File: config.mk
export PLATFORM = sky130hd
export DESIGN_NAME = stepper_move_ctrl_flat
export DESIGN_NICKNAME = d
export VERILOG_FILES = /design/src/rtl/stepper_move_ctrl_if.sv /design/src/rtl/stepper_move_ctrl.sv /design/src/flat_wrapper.sv
export SDC_FILE = /design/constraint.sdc
export NUM_CORES = 1
export LEC_CHECK = 0
export BUFFER_PORTS_ARGS = -buffer_cell sky130_fd_sc_hd__buf_2
export CAP_MARGIN = 20
export CORE_ASPECT_RATIO = 0.9
export CORE_MARGIN = 2
export CORE_UTILIZATION = 55
export CTS_CLUSTER_DIAMETER = 80
export CTS_CLUSTER_SIZE = 14
export DETAILED_ROUTE_END_ITERATION = 7
export PLACE_DENSITY = 0.77
export SETUP_SLACK_MARGIN = 0.3
export SYNTH_ARGS = -nofsm -noshare
export SYNTH_HDL_FRONTEND = slang
export SYNTH_SLANG_ARGS = --single-unit
export TNS_END_PERCENT = 10
File: constraint.sdc
create_clock -name CLK -period 8 [get_ports CLK]
set_clock_uncertainty 0.15 [all_clocks]
set_input_delay 1.6 -clock CLK [delete_from_list [all_inputs] [get_ports CLK]]
set_output_delay 1.6 -clock CLK [all_outputs]
set_load 0.02 [all_outputs]
File: src/rtl/stepper_move_ctrl_if.sv
// Move-command channel: valid/ready handshake carrying step count and direction,
// plus the asynchronous-to-the-handshake abort request.
interface stepper_move_ctrl_if #(
  parameter int STEPS_W = 16
);
  logic               cmd_valid;
  logic               cmd_ready;
  logic [STEPS_W-1:0] cmd_steps;
  logic               cmd_dir;
  logic               abort;

  modport master (output cmd_valid, cmd_steps, cmd_dir, abort, input cmd_ready);
  modport slave  (input cmd_valid, cmd_steps, cmd_dir, abort, output cmd_ready);
endinterface

File: src/rtl/stepper_move_ctrl.sv
// Trapezoidal step sequencer: accepts a move, emits step pulses on a linear
// accel/cruise/decel period ramp and tracks the signed absolute position.
module stepper_move_ctrl #(
  parameter int START_DIV = 250000,
  parameter int MIN_DIV   = 125000,
  parameter int ACCEL_DEC = 2500,
  parameter int DIV_W     = 20,
  parameter int STEPS_W   = 16,
  parameter int POS_W     = 32
) (
  input  logic                      CLK,
  input  logic                      RST,
  stepper_move_ctrl_if.slave        cmd,
  output logic                      step_pulse,
  output logic                      dir,
  output logic                      busy,
  output logic                      done,
  output logic [STEPS_W-1:0]        steps_left,
  output logic signed [POS_W-1:0]   position
);

  typedef enum logic [2:0] {
    S_IDLE,
    S_ACCEL,
    S_CRUISE,
    S_DECEL,
    S_DONE
  } state_t;

  localparam logic [DIV_W-1:0] START_V = DIV_W'(START_DIV);
  localparam logic [DIV_W-1:0] MIN_V   = DIV_W'(MIN_DIV);
  localparam logic [DIV_W-1:0] DEC_V   = DIV_W'(ACCEL_DEC);
  localparam logic [DIV_W:0]   START_X = {1'b0, START_V};
  localparam logic [DIV_W:0]   MIN_X   = {1'b0, MIN_V};
  localparam logic [DIV_W:0]   DEC_X   = {1'b0, DEC_V};

  state_t             state_q, state_d;
  logic [DIV_W-1:0]   cnt_q, cnt_d;
  logic [DIV_W-1:0]   div_q, div_d;
  logic [STEPS_W-1:0] ramp_q, ramp_d;
  logic [STEPS_W-1:0] steps_left_q, steps_left_d;
  logic               dir_q, dir_d;
  logic [POS_W-1:0]   pos_q, pos_d;
  logic               step_pulse_q, step_pulse_d;
  logic               done_q, done_d;
  logic               cmd_ready_q, cmd_ready_d;
  logic               busy_q, busy_d;

  logic [STEPS_W-1:0] rem;
  logic [DIV_W:0]     div_x;
  logic [DIV_W:0]     div_up;
  logic               run;

  always_ff @(posedge CLK or posedge RST) begin
    if (RST) begin
      state_q      <= S_IDLE;
      cnt_q        <= '0;
      div_q        <= '0;
      ramp_q       <= '0;
      steps_left_q <= '0;
      dir_q        <= 1'b0;
      pos_q        <= '0;
      step_pulse_q <= 1'b0;
      done_q       <= 1'b0;
      cmd_ready_q  <= 1'b0;
      busy_q       <= 1'b0;
    end else begin
      state_q      <= state_d;
      cnt_q        <= cnt_d;
      div_q        <= div_d;
      ramp_q       <= ramp_d;
      steps_left_q <= steps_left_d;
      dir_q        <= dir_d;
      pos_q        <= pos_d;
      step_pulse_q <= step_pulse_d;
      done_q       <= done_d;
      cmd_ready_q  <= cmd_ready_d;
      busy_q       <= busy_d;
    end
  end

  always_comb begin
    state_d      = state_q;
    cnt_d        = cnt_q;
    div_d        = div_q;
    ramp_d       = ramp_q;
    steps_left_d = steps_left_q;
    dir_d        = dir_q;
    pos_d        = pos_q;
    step_pulse_d = 1'b0;
    done_d       = 1'b0;
    rem          = steps_left_q - STEPS_W'(1);
    div_x        = {1'b0, div_q};
    div_up       = div_x + DEC_X;
    run          = (state_q == S_ACCEL) || (state_q == S_CRUISE) || (state_q == S_DECEL);

    if (state_q == S_IDLE) begin
      // cmd_ready_q gates acceptance so nothing is taken on the first edge out of reset
      if (cmd.cmd_valid && cmd_ready_q) begin
        if (cmd.cmd_steps == '0) begin
          done_d = 1'b1;
        end else begin
          steps_left_d = cmd.cmd_steps;
          dir_d        = cmd.cmd_dir;
          div_d        = START_V;
          cnt_d        = '0;
          ramp_d       = '0;
          state_d      = S_ACCEL;
        end
      end
    end else if (state_q == S_DONE) begin
      done_d  = 1'b1;
      state_d = S_IDLE;
    end else if (run) begin
      if (cmd.abort) begin
        // abort beats a coincident step boundary: no pulse, position untouched
        state_d      = S_IDLE;
        steps_left_d = '0;
        cnt_d        = '0;
        done_d       = 1'b1;
      end else if (cnt_q == div_q - DIV_W'(1)) begin
        cnt_d        = '0;
        step_pulse_d = 1'b1;
        steps_left_d = rem;
        pos_d        = pos_q + (dir_q ? POS_W'(1) : {POS_W{1'b1}});
        if (rem == '0) begin
          state_d = S_DONE;
        end else if (rem <= ramp_q) begin
          state_d = S_DECEL;
          div_d   = (div_up >= START_X) ? START_V : div_up[DIV_W-1:0];
          ramp_d  = (ramp_q == '0) ? '0 : ramp_q - STEPS_W'(1);
        end else if (state_q == S_ACCEL) begin
          // compare without subtracting so a small div cannot wrap
          if (div_x <= MIN_X + DEC_X) begin
            div_d   = MIN_V;
            state_d = S_CRUISE;
          end else begin
            div_d = div_q - DEC_V;
          end
          ramp_d = ramp_q + STEPS_W'(1);
        end
      end else begin
        cnt_d = cnt_q + DIV_W'(1);
      end
    end else begin
      state_d = S_IDLE;
    end

    cmd_ready_d = (state_d == S_IDLE);
    busy_d      = (state_d == S_ACCEL) || (state_d == S_CRUISE) || (state_d == S_DECEL);
  end

  assign cmd.cmd_ready = cmd_ready_q;
  assign step_pulse    = step_pulse_q;
  assign dir           = dir_q;
  assign busy          = busy_q;
  assign done          = done_q;
  assign steps_left    = steps_left_q;
  assign position      = pos_q;

endmodule

File: src/flat_wrapper.sv
// flat-port wrapper written by rule: the top's interface ports become plain ports
module stepper_move_ctrl_flat 
#(
  parameter int START_DIV = 250000,
  parameter int MIN_DIV   = 125000,
  parameter int ACCEL_DEC = 2500,
  parameter int DIV_W     = 20,
  parameter int STEPS_W   = 16,
  parameter int POS_W     = 32
)
  (CLK, RST, step_pulse, dir, busy, done, steps_left, position, cmd_cmd_valid, cmd_cmd_steps, cmd_cmd_dir, cmd_abort, cmd_cmd_ready);
  stepper_move_ctrl_if #(.STEPS_W(STEPS_W)) cmd_i ();
  input  logic CLK;
  input  logic RST;
  output logic step_pulse;
  output logic dir;
  output logic busy;
  output logic done;
  output logic [STEPS_W-1:0] steps_left;
  output logic signed [POS_W-1:0] position;
  input wire logic [$bits(cmd_i.cmd_valid)-1:0] cmd_cmd_valid;
  input wire logic [$bits(cmd_i.cmd_steps)-1:0] cmd_cmd_steps;
  input wire logic [$bits(cmd_i.cmd_dir)-1:0] cmd_cmd_dir;
  input wire logic [$bits(cmd_i.abort)-1:0] cmd_abort;
  output wire logic [$bits(cmd_i.cmd_ready)-1:0] cmd_cmd_ready;
  assign cmd_i.cmd_valid = cmd_cmd_valid;
  assign cmd_i.cmd_steps = cmd_cmd_steps;
  assign cmd_i.cmd_dir = cmd_cmd_dir;
  assign cmd_i.abort = cmd_abort;
  assign cmd_cmd_ready = cmd_i.cmd_ready;
  stepper_move_ctrl #(.START_DIV(START_DIV), .MIN_DIV(MIN_DIV), .ACCEL_DEC(ACCEL_DEC), .DIV_W(DIV_W), .STEPS_W(STEPS_W), .POS_W(POS_W)) u_core (.CLK(CLK), .RST(RST), .cmd(cmd_i), .step_pulse(step_pulse), .dir(dir), .busy(busy), .done(done), .steps_left(steps_left), .position(position));
endmodule
# Word-level counts from Yosys, hierarchy flattened
# Cells that the tools add are included.
# totals
ff_bits,112
input_bits,21
word_cells,118
# op_classes
addsub,8
n_lt_le_gt_ge,3
eq_ne,13
n_mux,60
bitwise_logic,4
n_reduce_logical,19
# ops
op,n
20-bit 2-to-1 mux,19
16-bit 2-to-1 mux,18
16-bit logical NOT,3
3-bit 2-to-1 mux,11
32-bit adder,1
32-bit 2-to-1 mux,1
16-bit by 1-bit subtractor with 16-bit output (second input constant),2
20-bit by 12-bit adder with 21-bit output (second input constant),1
21-bit by 18-bit greater-or-equal comparator with 1-bit output (second input constant),1
20-bit by 1-bit adder with 20-bit output (second input constant),1
20-bit equality test,1
20-bit by 17-bit <= comparator with 1-bit output (second input constant),1
20-bit by 1-bit subtractor with 20-bit output (second input constant),1
20-bit by 12-bit subtractor with 20-bit output (second input constant),1
16-bit by 1-bit adder with 16-bit output (second input constant),1
16-bit <= comparator,1
3-bit by 2-bit equality test with 1-bit output (second input constant),4
1-bit 2-to-1 mux,11
5-bit AND reduction,2
8-bit AND reduction,1
3-bit by 1-bit equality test with 1-bit output (second input constant),2
3-bit logical NOT,2
2-bit by 1-bit inequality test with 1-bit output (second input constant),3
3-bit nonzero test,2
8 further kinds,16

# Longest topological paths before layout
# Gate-level depths: netlist of the first run.
# depth
word_depth,13
ltp_mapped,18
depth_no_buf,16

# Worst setup path before layout of the first run
# No wires, ideal clock.
# synth_timing
kind,register to register
from,register u_core.steps_left_q[2] (netlist: u_core.steps_left[2])
to,register u_core.div_q[5]
setup_ps,133
arrival_ps,4433
slack_ps,3283
path_stages_with_launch,16
synth_period_minus_slack_ps,4717
cell_sequence,dfrtp_1 or4_4 or4_4 nor3_2 xor2_1 ha_1 nand4_1 or3_1 o221a_2 nor2_1 clkbuf_1 clkbuf_1 clkbuf_1 a211oi_1 o21ai_0 o31ai_1
# synth_between
elab_chain_len,9
# synth_rtl
item,line,source
from (decl),stepper_move_ctrl.sv:41,"logic [STEPS_W-1:0] steps_left_q, steps_left_d;"
from (signal assigned),stepper_move_ctrl.sv:72,steps_left_q <= steps_left_d;
16-bit by 1-bit subtractor with 16-bit output (*),stepper_move_ctrl.sv:92,rem = steps_left_q - STEPS_W'(1);
16-bit <= comparator,stepper_move_ctrl.sv:128,end else if (rem <= ramp_q) begin
20-bit 2-to-1 mux,stepper_move_ctrl.sv:128,
20-bit 2-to-1 mux,stepper_move_ctrl.sv:126,if (rem == '0) begin
20-bit 2-to-1 mux,stepper_move_ctrl.sv:121,end else if (cnt_q == div_q - DIV_W'(1)) begin
20-bit 2-to-1 mux,stepper_move_ctrl.sv:115,if (cmd.abort) begin
20-bit 2-to-1 mux,stepper_move_ctrl.sv:114,end else if (run) begin
20-bit 2-to-1 mux,stepper_move_ctrl.sv:111,end else if (state_q == S_DONE) begin
20-bit 2-to-1 mux,stepper_move_ctrl.sv:97,if (state_q == S_IDLE) begin
to (signal assigned),stepper_move_ctrl.sv:70,div_q <= div_d;
to (decl),stepper_move_ctrl.sv:39,"logic [DIV_W-1:0] div_q, div_d;"
# Mark *: on every way between the ends. The rest lies on a longest branch, timed or not. The select of a mux whose other input is x is not followed.
# A chain may end at the register's enable or synchronous reset.

# Final worst setup path of the first run
# layout_timing
from,register u_core.steps_left_q[2] (netlist: u_core.steps_left[2])
to,register u_core.ramp_q[3]
# layout_between
elab_chain_len,9
# layout_rtl
item,line,source
16-bit by 1-bit subtractor with 16-bit output (*),stepper_move_ctrl.sv:92,
16-bit <= comparator,stepper_move_ctrl.sv:128,
16-bit 2-to-1 mux,stepper_move_ctrl.sv:128,
16-bit 2-to-1 mux,stepper_move_ctrl.sv:126,
16-bit 2-to-1 mux,stepper_move_ctrl.sv:121,
16-bit 2-to-1 mux,stepper_move_ctrl.sv:115,
16-bit 2-to-1 mux,stepper_move_ctrl.sv:114,
16-bit 2-to-1 mux,stepper_move_ctrl.sv:111,
16-bit 2-to-1 mux,stepper_move_ctrl.sv:97,
to (signal assigned),stepper_move_ctrl.sv:71,ramp_q <= ramp_d;
to (decl),stepper_move_ctrl.sv:40,"logic [STEPS_W-1:0] ramp_q, ramp_d;"
# Marks and branches as above.

==> results.md, run 1 <==
- Post-Syn Area per Cell: 8.21 um2
- Hold Path Class: register to register
- Routed vias/inst: 6.25
- Slowest-stage cell, CP: nor4_1
- GPL Wtd Cong: 0.930
- Tmin final: 5.65 ns
- Core ar.: 15,500 um2
- Power, Total: 3.34 mW
- Bufs and invs on worst path: 1
- Wire length per cell: 16.8 um
- # IOs: 74
- Total Routing Usage GR: 26.9%
- Nets: 1,183
- Initial antenna violation count: 0
- Post-synth top area cell: dfrtp_1
- Die height: 124 um
- Req. time, crit path: 8.08 ns
- Worst path cell trace: or4_4 -> nor4_1 -> nand3_1 -> xnor2_1 -> ha_1 -> nand4_1 -> or3_1 -> o221a_2 -> nor2_2 -> a2111oi_2 -> o21ai_2 -> buf_4 -> nand2b_1 -> o31ai_1
- DRC Markers: 0
- Starting density of the core: 56.6%
- Grt ovf: 0
- Count leader, synth: dfrtp_1
- Layout cells sized above 1: 12.5%
- FP Rows: 43
- Sequential area share after synthesis: 31.4%
- Placed Cells incl. Taps: 1,296
- Mapped Nets: 1,145
- Tcrit/Tclk final: 70.7%
- Worst EP arrival: 5.74 ns
- Routed WL: 22,000 um
- Status: finished clean
- Worst-path clk slew: 0.08 ns
- Synthesized area: 8770 um2
- H-Tree Depth: 3
- Final core utilization: 61.7%
- Crit. Startpoint: u_core.steps_left[2]
- Max Fanout on Critical Path: 29
- Max-Slew Margin vs Limit: 32.7%
- First-pass GRT wire length: 36,900 um
- Post-CTS Setup Inserts: 0
- Synth warnings: 0
- Post-synthesis cell count: 1,068
- Via count: 8,205
- Hold Buf Count CTS: 0
- Final HPWL DP: 15,900 um
- Post-synth ARST share: 100%
- Worst hold path startpoint: u_core.position[31]
- Maximum achievable frequency: 177 MHz
- RSZ-0062 raised after global routing: false
- Final setup fails: 0
- P per Cell Area: 349 nW/um2
- Diodes inserted: 0
- # resized after CTS: 0
- Via count of the first global-routing pass: 7,522
- Worst setup EP type: register
- Antenna Nets Post-Route: 0
- Crit Reg-Reg Startpoint: u_core.steps_left[2]
- Worst path max stage delay: 0.65 ns
- Yosys reg bits: 110
- Critical path launch point type: register
- Synth-to-Final Area Change: 9.02%
- CP delay by family, top: simple AND/OR/NAND/NOR gates
- Clock Latency Late Sink: 0.36 ns
- DIE AREA: 17,000 um2
- Max VDD drop: 0.000220 V
- Cell Count, Final, Fillers Out: 1,313
- Post-synth EDFFs: 0
- Drt pass-1 iters: 5
- Ys flop type: dfrtp_1
- Synth area leaders: dfrtp_1 31%, ha_1 7.9%, xor2_1 5.1%
- DRT iter0 DRCs: 819
- Synth unique cells: 78
- Clock Path Buffers: 2
- Clk sinks: 110
- Clock root buffer: clkbuf_16
- CP Class: register to register
- Total leakage power: 4.28 nW
- Die Width: 137 um
- Total CTS buffers: 9
- Setup_tns: 0 ns
- PortBufs: 73
- Max Cap Viol: 0
- Final Hold Fails: 0
- Worst-Margin Slew: 1.01 ns
- Commonest cells post-synth: 110 x dfrtp_1, 99 x nand2_1, 93 x nor2_1, 84 x a21oi_1, 72 x o21ai_0
- Pin count of the biggest net entering global routing: 73
- CTS tree: built
- Max Slew Vio Count: 0
- Synth top area share: 31.4%
metrics by stage:
stage | area [um2] | setup WS [ns] | hold slack, ns
after floorplan | 8770 | 3.28 | 0.297
after global placement | 9240 | 2.63 | 0.304
after detailed placement | 9240 | 2.45 | 0.306
after CTS | 9540 | 2.43 | 0.321
after global routing | 9560 | 2.02 | 0.350
final | 9560 | 2.35 | 0.324
cell families (layout without fill, tap and decap cells):
family	after synthesis	count (layout)	synth area share (%)
multiplexers	5	5	0.628
adder cells (fa/ha/maj)	56	56	8.08
flip-flops	110	110	31.4
XOR/XNOR	86	86	8.59
buffers and inverters	96	139	4.41
AND/OR/NAND/NOR	387	387	22.5
AO/OA/AOI/OAI	328	328	24.4
report_power, final:
group | switching, mW | internal, mW | total (mW)
clock network | 0.220 | 0.255 | 0.475
registers | 0.207 | 0.667 | 0.874
logic | 1.25 | 0.737 | 1.99
placed cells by master (no fill, tap or decap), types with 6 or more instances in the layout:
cell type / netlist / layout
nand3_1: 33 / 32
nor3_1: 35 / 35
nor2_1: 93 / 91
nand2_1: 99 / 99
a311oi_1: 9 / 9
or4_1: 7 / 7
a22oi_1: 17 / 17
a21o_1: 22 / 22
nor2b_1: 7 / 7
or2_2: 12 / 12
o31ai_1: 22 / 22
ha_1: 55 / 55
a211oi_1: 11 / 11
nand4_1: 15 / 15
xnor2_1: 35 / 35
or3_1: 8 / 8
nand2b_1: 6 / 6
nor4_1: 17 / 17
o22ai_1: 6 / 6
buf_2: 6 / 73
inv_1: 38 / 37
a21oi_1: 84 / 84
a31oi_1: 15 / 15
buf_4: 1 / 11
xor2_1: 51 / 51
o21a_1: 10 / 10
o21ai_0: 72 / 72
and3_1: 15 / 15
dfrtp_1: 110 / 110
and2_1: 6 / 6
clkbuf_16: 0 / 9
nor3b_1: 7 / 7
worst paths after layout:
kind / to / slack (ns) / depth (start not counted)
max: u_core.ramp_q[3] / 2.35 / 14
min: u_core.position[31] / 0.32 / 1
max reg2reg: u_core.ramp_q[3] / 2.35 / 14
min reg2reg: u_core.position[31] / 0.32 / 1
max in group asynchronous: u_core.cnt_q[7] / 5.26 / 3
min in group asynchronous: u_core.steps_left[11] / 1.12 / 2
routing by layer:
metal  track usage, %  routed length (um)
met5                0                   0
met4             7.73                 391
met3             4.31                1280
met2             41.7               10000
met1             39.0               10300
registers in the layout, summed over array words and instances, names as in the netlist, 3 cells and up:
register / cells
u_core.cnt_q: 20
u_core.div_q: 18
u_core.position: 32
u_core.ramp_q: 16
u_core.state_q: 3
u_core.steps_left: 16
worst register-to-register path, stage by stage (launching register included):
cell and delay, ns:
dfrtp_1 0.46, or4_4 0.59, nor4_1 0.65, nand3_1 0.19
xnor2_1 0.47, ha_1 0.20, nand4_1 0.14, or3_1 0.40
o221a_2 0.31, nor2_2 0.18, a2111oi_2 0.10, o21ai_2 0.65
buf_4 0.42, nand2b_1 0.47, o31ai_1 0.14
layout make-up:
type | instances | area (um2)
fill | 1408 | 5940
multi-input combinational | 862 | 5640
clock inverter | 5 | 63.8
clock buffer | 11 | 243
sequential | 110 | 2750
tap | 202 | 253
timing repair buffer | 85 | 463
inverter | 38 | 145
No activity file was read; power rests on OpenSTA's default activity.
==> run 2, diff against run 1 <==
ABC_AREA = 1   (was unset)
PLACE_DENSITY = 0.8   (was 0.77)
clock period = 4.7 ns   (was 8 ns; I/O delays follow)
==> run 2 against run 1 <==
  * Global-route usage rose by 3.4 points
  * Clock power rose by 78%
  * Highest routed layer unchanged
  * Total power rose by 130%
  * Largest cell class unchanged
  * Die area rose by 20%
  * Via count rose by 33%
==> results.md, run 2 <==
- Status: finished clean
- Worst-Margin Slew: 0.797 ns (-0.213 ns)
- Post-synth EDFFs: 0 (unchanged)
- Area post-placement: 11,100 um2 (+20%)
- R2R cell count: 19 (+5)
- Max Cap Viol: 0 (unchanged)
- Tcrit/Tclk final: 83.8% (+13 points)
- Grt ovf: 0 (unchanged)
- Worst setup EP type: register
- Die height: 136 um (+9.7%)
- Power, Total: 7.57 mW (+130%)
- Die Width: 150 um (+9.7%)
- Critical path launch point type: register
- Synth top area share: 25.9% (-5.5 points)
- Clock Path Buffers: 2 (unchanged)
- Final setup fails: 0 (unchanged)
- Seq pwr share: 20.4% (-5.8 points)
- Switching part of the total: 56.7% (+6.4 points)
- Core ar.: 19,000 um2 (+23%)
- Synth warnings: 0 (unchanged)
- Tmin final: 3.94 ns (-1.72 ns)
- Max VDD drop: 0.000406 V (+85%)
- Post-synth top area cell: dfrtp_1
- CP Class: register to register
- Max-Slew Margin vs Limit: 46.8% (+14 points)
- FP Rows: 48 (+12%)
- Total CTS buffers: 9 (unchanged)
- Max Fanout on Critical Path: 46 (+59%)
- DIE AREA: 20,400 um2 (+20%)
- Synth unique cells: 48 (-38%)
- Ys flop type: dfrtp_1
- P per Cell Area: 664 nW/um2 (+90%)
- Antenna Nets Post-Route: 0 (unchanged)
- Synth area leaders: dfrtp_1 26%, nand2_1 16%, inv_1 7.9%
- Clock power share: 11.1% (-3.1 points)
- Via count of the first global-routing pass: 9,945 (+32%)
- Total leakage power: 5.84 nW (+37%)
- Clock Latency Late Sink: 0.37 ns (about the same)
- Post-synthesis cell count: 1,659 (+55%)
- First-pass GRT wire length: 49,600 um (+34%)
- Max Slew Vio Count: 0 (unchanged)
- Most frequent cells in the layout: 459 x nand2_1, 223 x inv_1, 189 x nor2_1, 110 x dfrtp_1, 101 x nand3_1
- Final Hold Fails: 0 (unchanged)
- Worst-path clk slew: 0.08 ns (about the same)
- Comb pwr share: 68.5% (+8.9 points)
- Routed WL: 30,500 um (+38%)
- Hold Buf Count CTS: 0 (unchanged)
- Max reg flops: 32 (unchanged)
- CTS tree: built
- Clk sinks: 110 (unchanged)
- Worst EP arrival: 4.08 ns (-1.66 ns)
- Drt pass-1 iters: 5 (unchanged)
- Initial antenna violation count: 0 (unchanged)
- Fillers: 1,791 (+27%)
- Pint: 3.28 mW (+98%)
- Count leader, synth: nand2_1
- Hold Crit Depth: 2 (+1)
- # resized after CTS: 0 (unchanged)
- Synthesized area: 10,600 um2 (+21%)
- Post-CTS Setup Inserts: 0 (unchanged)
- GPL Wtd Cong: 0.996 (+7.2%)
- Routed vias/inst: 5.58 (-11%)
- Layout cells sized above 1: 9.11% (-3.4 points)
- Yosys reg bits: 110 (unchanged)
- DRT iter0 DRCs: 934 (+14%)
- Multi-input logic area: 6670 um2 (+18%)
- Crit. Startpoint: u_core.steps_left[0]
- Nets: 1,784 (+51%)
- Total Routing Usage GR: 30.3% (+3.4 points)
- Starting density of the core: 55.7% (-0.86 points)
- Commonest cells post-synth: 459 x nand2_1, 224 x inv_1, 189 x nor2_1, 110 x dfrtp_1, 101 x nand3_1
- Wire length per cell: 15.5 um (-7.4%)
- Req. time, crit path: 4.84 ns (-3.24 ns)
- H-Tree Depth: 3 (unchanged)
- Post-Syn Area per Cell: 6.39 um2 (-22%)
- Clock root buffer: clkbuf_16
- PortBufs: 73 (unchanged)
- Setup_tns: 0 ns (unchanged)
- Worst hold path startpoint: u_core.cnt_q[1]
- Via count: 10,900 (+33%)
- DRC Markers: 0 (unchanged)
- RSZ-0062 raised after global routing: false
- # IOs: 74 (unchanged)
- Commonest non-fill, non-tap cell in the layout: nand2_1
- NetSw: 4.29 mW (+160%)
- Final HPWL DP: 22,900 um (+44%)
- Mapped Nets: 1,736 (+52%)
- Register area: 2750 um2 (unchanged)
- Diodes inserted: 0 (unchanged)
- Hold Path Class: register to register
- Synth-to-Final Area Change: 7.44%
- Post-synth ARST share: 100% (unchanged)
- Pin count of the biggest net entering global routing: 60 (-18%)
- Crit Reg-Reg Startpoint: u_core.steps_left[0]
- Maximum achievable frequency: 254 MHz (+44%)
- Sequential area share after synthesis: 25.9% (-5.5 points)
- Post-route cell area: 11,400 um2 (+19%)
run 2: changes by cell type after synthesis, sizes merged, moves of 25 or more:
cell | before | now
nor2 | 93 | 207
o21ai | 78 | 103
nand3 | 33 | 108
nand4 | 16 | 66
inv | 38 | 237
nand2 | 99 | 470
clkbuf | 45 | 17
run 2: area by class of cell:
cell class,count,area share [%]
repair buffers,82,3.80
clock buffers,10,2.10
well taps,250,2.74
inverters,241,8.00
clock inverters,6,0.659
multi-input cells,1263,58.5
flip-flops and latches,110,24.2
run 2: critical path, stage by stage (launching register included):
cell and delay [ns]:
dfrtp_1 0.48, inv_1 0.15, ha_1 0.28, nand2_1 0.12
nor2_1 0.28, nand3_1 0.12, nand2_1 0.13, inv_1 0.07
ha_1 0.26, nand2_1 0.07, o21ai_0 0.09, a21oi_1 0.24
a21oi_4 0.12, nand2_1 0.07, a21oi_1 0.06, inv_1 0.10
nand4_4 0.32, inv_4 0.52, nand2_1 0.12, o21ai_1 0.10
run 2: metal layers:
layer / share of wire [%] / routed length [um] / vias to the layer above / global-route usage, %
met1: 46 / 13900 / 4954 / 43.1
met4: 2.1 / 632 / 0 / 8.39
li1: - / - / 5474 / -
met2: 44 / 13500 / 457 / 47.5
met5: 0 / 0 / - / 0
met3: 7.7 / 2360 / 56 / 4.95
run 2: final timing paths:
kind                       slack [ns]                    end
hold reg to reg                  0.38        u_core.cnt_q[1]
setup reg to reg                 0.76       u_core.ramp_q[8]
max in group asynchronous        2.94  u_core.steps_left[14]
min in group asynchronous        0.56     u_core.position[3]
setup / recovery                 0.76       u_core.ramp_q[8]
hold / removal                   0.38        u_core.cnt_q[1]
run 2: logic make-up after synthesis:
logic type      count (synthesis)  share of synthesized area (%)
simple gates                  898                           37.7
fa+ha+maj                      56                           6.68
compound gates                225                           11.5
xor+xnor                       84                           6.94
buf+inv                       286                           11.2
flops                         110                           25.9
run 2: stage by stage:
step	hold WS, ns	worst slack, ns	util (%)	cells
2_1_floorplan	0.329	0.708	-	1659
3_3_place_gp	0.359	1.01	58.2	1946
3_5_place_dp	0.369	0.861	58.2	1946
4_1_cts	0.388	0.809	59.9	1962
5_1_grt	0.414	0.398	59.9	1962
6_report	0.385	0.763	59.9	1962
run 2: power groups by stage:
stage               Sequential (mW)  Combinational [mW]  Clock (mW)
global route                   1.57                5.80       0.880
floorplan                      1.43                3.97           0
CTS                            1.52                5.07       0.853
global placement               1.54                4.95           0
detailed placement             1.54                5.02           0
finish                         1.54                5.18       0.844
